<file path="src/rtl/quad_debounce.sv">
// quad_debounce: four independent synchronize-and-debounce channels feeding
// the AND4 combiner. Each channel's level reaches `out` only after its
// synchronized value has differed from `out` for DEB_CYCLES consecutive
// cycles. Per-channel rise/fall pulses are registered. `stable` reports that
// no channel has a change pending.
module quad_debounce #(
    parameter int DEB_CYCLES = 16,
    parameter int CNT_W      = 16
) (
    input  logic       clk,
    input  logic       rst_n,
    input  logic [3:0] in,
    output logic [3:0] out,
    output logic [3:0] rise,
    output logic [3:0] fall,
    output logic       stable
);

    // Per-channel state: IDLE means the counter is zero, PEND means a
    // deviation is being qualified.
    localparam logic IDLE = 1'b0;
    localparam logic PEND = 1'b1;

    // Terminal count. When it is reached the flip happens on that edge.
    localparam logic [CNT_W-1:0] CNT_LAST = CNT_W'(DEB_CYCLES - 1);

    logic [3:0] pend;

    genvar gi;
    generate
        for (gi = 0; gi < 4; gi++) begin : g_ch
            logic             s1_reg;
            logic             s2_reg;
            logic [CNT_W-1:0] cnt_reg;
            logic             out_reg;
            logic             rise_reg;
            logic             fall_reg;
            logic             state;

            // The state is fully determined by the counter. With
            // DEB_CYCLES=1 the counter never leaves zero, so the channel
            // never enters PEND.
            assign state = (cnt_reg != '0) ? PEND : IDLE;

            // Synchronize the raw input, qualify deviations, and flip `out`
            // together with a one-cycle edge pulse.
            always_ff @(posedge clk or negedge rst_n) begin
                if (!rst_n) begin
                    s1_reg   <= 1'b0;
                    s2_reg   <= 1'b0;
                    cnt_reg  <= '0;
                    out_reg  <= 1'b0;
                    rise_reg <= 1'b0;
                    fall_reg <= 1'b0;
                end else begin
                    s1_reg   <= in[gi];
                    s2_reg   <= s1_reg;
                    rise_reg <= 1'b0;
                    fall_reg <= 1'b0;
                    if (s2_reg == out_reg) begin
                        // Glitch return or already settled.
                        cnt_reg <= '0;
                    end else if (cnt_reg == CNT_LAST) begin
                        out_reg  <= s2_reg;
                        cnt_reg  <= '0;
                        rise_reg <= s2_reg;
                        fall_reg <= ~s2_reg;
                    end else begin
                        cnt_reg <= cnt_reg + CNT_W'(1);
                    end
                end
            end

            assign out[gi]  = out_reg;
            assign rise[gi] = rise_reg;
            assign fall[gi] = fall_reg;
            assign pend[gi] = (state == PEND);
        end
    endgenerate

    // Settled when no channel is mid-qualification.
    assign stable = ~|pend;

endmodule

</file>
<file path="config.mk">
export PLATFORM = sky130hd
export DESIGN_NAME = quad_debounce
export DESIGN_NICKNAME = d
export VERILOG_FILES = /design/src/rtl/quad_debounce.sv
export SDC_FILE = /design/constraint.sdc
export NUM_CORES = 1
export LEC_CHECK = 0
export BUFFER_PORTS_ARGS = -buffer_cell sky130_fd_sc_hd__buf_2
export CORE_MARGIN = 2
export CORE_UTILIZATION = 28
export CTS_CLUSTER_SIZE = 8
export DETAILED_ROUTE_END_ITERATION = 6
export SYNTH_ARGS = -nofsm -noshare
export SYNTH_HDL_FRONTEND = slang
export SYNTH_SLANG_ARGS = --single-unit
</file>
<file path="constraint.sdc">
create_clock -name clk -period 2.24 [get_ports clk]
set_input_delay 0.224 -clock clk [delete_from_list [all_inputs] [get_ports clk]]
set_output_delay 0.224 -clock clk [all_outputs]
set_load 0.01 [all_outputs]
</file>
Yosys cells after proc, flatten, opt, wreduce, memory -nomap -nowiden. Index checks and enable logic that the tools add are counted.

$add $sub $neg: 4. Equal/unequal tests: 8. Bitwise logic cells: 8. Multiplexer cells: 28. Reductions and logical operators: 10.

Operators with widths (number): 16-bit 2-to-1 mux (8); 16-bit by 1-bit adder with 16-bit output, second input constant (4); 16-bit by 4-bit == test with 1-bit output, second input constant (4); 16-bit nonzero test (4); 1-bit 2-to-1 mux (20); 1-bit NOT (8); 2-bit AND reduction (4); 1-bit == test (4); 4-bit OR reduction (1); 1-bit logical NOT (1).

Word-level logic and storage cells: 82. Output and inout bits: 13. Input port bits: 6. Bits in registers: 84.

Depth between registers and ports, before layout.
Word-level depth: 4. Depth in mapped cells: 6. Mapped depth without buffers: 6.

Least setup slack after synthesis. No wires, ideal clock.

Path kind: flip-flop to flip-flop. Start: register g_ch[3].cnt_reg[0]. End: register g_ch[3].cnt_reg[10]. Buffers on the path: 1. Slack: 0.625 ns. Required time: 2.119 ns. Arrival: 1.494 ns. Setup time: 0.121 ns. Cell stages (with the launch flop): 7. Period minus slack after synthesis: 1.615 ns. Cells stage by stage: dfrtp_1 ha_1 nand3_1 nand4b_1 nand2_1 buf_2 nor2_1.

Longest elaborated chain between the ends: 3. Elaborated cells on any way between the ends: 4. Those cells by class: 1 x add/sub; 1 x eq/ne; 2 x mux.

Ends and longest elaborated chain: start, declared (RTL line 34) `logic [CNT_W-1:0] cnt_reg;`; start signal, assigned (RTL line 69) `cnt_reg <= cnt_reg + CNT_W'(1);`; 16-bit by 1-bit adder with 16-bit output or 16-bit by 4-bit == test with 1-bit output (tied branches) (RTL line 69, 63); 16-bit 2-to-1 mux (*) (RTL line 63) `end else if (cnt_reg == CNT_LAST) begin`; 16-bit 2-to-1 mux (*) (RTL line 60) `if (s2_reg == out_reg) begin`.

Every way passes the cells marked *; elsewhere a longest branch is shown, timed or not. A chain may end at the register's enable or synchronous reset.

Worst setup path after layout.
Start: register g_ch[1].cnt_reg[9]. End: output stable.

Longest elaborated chain between the ends: 4.

Ends and longest elaborated chain: start, declared (RTL line 34); start signal, assigned (RTL line 69); 16-bit nonzero test (RTL line 43) `assign state = (cnt_reg != '0) ? PEND : IDLE;`; 1-bit 2-to-1 mux (RTL line 43); 4-bit OR reduction (RTL line 82) `assign stable = ~|pend;`; 1-bit logical NOT (RTL line 82); end, declared (RTL line 16) `output logic stable`.

No other way between the ends.

==> impl_metrics.ini <==
[floorplanning]
start_util_pct = 28.7
die_w_um = 123
fp-row-count = 43
ios = 19
core_area_um2 = 13900
die_height_um = 123
die-area_um2 = 15200

[detailed_routing]
ant_nets = 0
drtIter0Drc = 137
wirelength_mm = 7.80
num_vias = 2808
viasPerCell = 4.71
drtPass1Iterations = 4
post_drt_wl_per_cell_um = 13.1
drcViolationCount = 0

[yosys]
synth_edf_count = 0
yosysWarnings = 0
async_reset_ff_share_pct = 100
ys_seq_area_share_pct = 52.8
synth_commonest_cells = dfrtp_1, nor2_1, xnor2_1, nor4_1, nand3_1
syn-num-nets = 400
synthCells = 386
synth_area_per_cell_um2 = 10.3
synth_top_cell_by_area = dfrtp_1
synthFlopType = dfrtp_1
ys_top_cells_by_area = dfrtp_1, xnor2_1, nor2_1
synth_top_area_share_pct = 52.8
yosysMostFrequentCell = dfrtp_1
synth_cell_types = 33
ys_ff_latch = 84
netlist_area_um2 = 3980

[job]
cap_violations = 0

[layout]
stdcell_count = 596
stdcell_area_um2 = 4740
drive_above_1_share_pct = 17.3
nNetsFinal = 425
largest_reg_flops = 64
num_antenna_cells = 0
area_growth_pct = 19.1

[cts]
clock_path_buffers = 2
cts_num_sinks = 84
cts_made_buffers = 9
clock_latency_ns = 0.34
cts_tree = built
h-tree-depth = 3
cts_root_buf = clkbuf_16
clkTransAtPathRegs_ns = 0.07

[pwr]
power.total_mw = 3.08
ir_drop_uv = 521
cellPowerDensity_nw_per_um2 = 649
leakage_nw = 2.01

[sta]
rsz0062_at_grt = true
tightest_slew_ns = 0.509
hold_violations = 0
finClkSkew_ns = 0.00687
setup_viol = 0
slew_headroom_pct = 66.0
final.period_utilization_pct = 99.1
max_freq_mhz = 450
drv_slew = 0
holdWs_ns = 0.353
period_minus_slack_ns = 2.22

[critical_path]
worstPathArrival_ns = 2.00
r2r_cells = 4
cp_max_fo = 3
reg2reg_setup_slack_ns = 0.39
worst_ep_required_time_ns = 2.02
path_class = reg -> out
endpoint_kind = output port
r2r-start = g_ch[2].cnt_reg[13]
critPathLaunchType = flip-flop
r2r_end = g_ch[2].cnt_reg[14]

[placement]
gp_congestion = 0.788
port_buffers = 18
dp_hpwl_mm = 5.09
place_area_um2 = 4210
dp_cells = 570

[worst_hold_path]
worstHoldPathType = in -> async

[global_routing]
grt_max_degree = 61
grt_pass1_wl_mm = 13.4
groute.usage.overall_pct = 11.2
grt_pass1_vias = 2767
antenna_found_initial = 0
grt-ovfl-total = 0

[outcome]
status = finished clean
[placed cells by master (no fill, tap or decap), types with 2 or more instances in the layout]
cell type / synthesis / layout
nor4_4: 0 / 9
nor3b_1: 9 / 9
a21oi_1: 3 / 3
or3_1: 2 / 2
dfrtp_1: 84 / 78
clkinvlp_4: 0 / 2
buf_2: 3 / 17
nor3_1: 10 / 10
xnor2_1: 40 / 40
inv_1: 17 / 17
nor4_2: 1 / 2
inv_6: 0 / 2
dlygate4sd3_1: 0 / 5
ha_1: 8 / 8
nand4_1: 14 / 14
and3_1: 9 / 9
clkbuf_16: 0 / 9
nand3_1: 22 / 19
nor2_1: 64 / 64
nand2_1: 19 / 19
and4_1: 4 / 4
clkinv_2: 0 / 2
nand3_2: 2 / 5
dfrtp_2: 0 / 6
xor2_1: 17 / 17
buf_4: 12 / 8
nor4_1: 30 / 20
mux2_2: 4 / 4
[where the power goes]
part | leakage, nW | switching [mW] | internal [mW]
sequential | 1.14 | 0.0265 | 1.54
combinational | 0.744 | 0.0811 | 0.0509
clock | 0.132 | 0.620 | 0.756
total | 2.01 | 0.727 | 2.35
[critical path, cell delays in order, from the launching register on]
cell and delay, ns:
dfrtp_1 0.45, nor4_4 0.37, nand3_2 0.16, nor4_4 0.31
and4_1 0.24, buf_2 0.14
[layer usage]
layer	up-vias	part of all wire, %	global-route usage [%]
met4	0	1.2	3.27
met3	8	3.7	3.83
met2	37	48	17.3
met5	-	0	0
li1	1376	-	-
met1	1387	48	14.9
[stage by stage]
stage,setup slack (ns),util (%),setup TNS (ns)
2_1_floorplan,0.625,-,0
3_3_place_gp,0.251,30.4,0
3_5_place_dp,0.189,30.4,0
4_1_cts,-0.0271,33.1,-0.0271
5_1_grt,-0.0726,34.2,-0.0726
6_report,0.0202,34.2,0
[worst max-delay path by stage]
stage	end	depth (start not counted)	from	slack, ns
final	stable	5	g_ch[1].cnt_reg[9]	0.02
after global routing	stable	5	g_ch[1].cnt_reg[9]	-0.07
after CTS	stable	5	g_ch[3].cnt_reg[9]	-0.03
after detailed placement	stable	5	g_ch[3].cnt_reg[7]	0.19
after global placement	stable	5	g_ch[3].cnt_reg[7]	0.25
after floorplan	g_ch[3].cnt_reg[10]	6	g_ch[3].cnt_reg[0]	0.62
[cell families after synthesis]
family          share of synthesized area (%)
simple gates                             25.5
flops                                    52.8
xor+xnor                                 12.5
buf+inv                                  4.62
fa+ha+maj                                2.51
compound gates                          0.691
mux                                      1.38
[final cells by class]
cell class	instances	area (um2)
Clock inverter	7	51.3
Clock buffer	9	225
Tap cell	180	225
Timing Repair Buffer	31	215
Multi-Input combinational cell	268	1850
Sequential cell	84	2110
Fill cell	1390	9140
Inverter	17	63.8
[what timing repair did]
| item | in CTS | in global routing |
|---|---|---|
| resized for setup | 6 | 22 |
| endpoints found under the setup margin | 1 | 1 |
| buffers inserted | 3 | 2 |
| hold endpoints to repair | 28 | 0 |
| gates cloned | 0 | 0 |
| pin swaps | 5 | 8 |
| hold buffers | 5 | 0 |
Note: power is estimated with default switching activity, not from simulation.
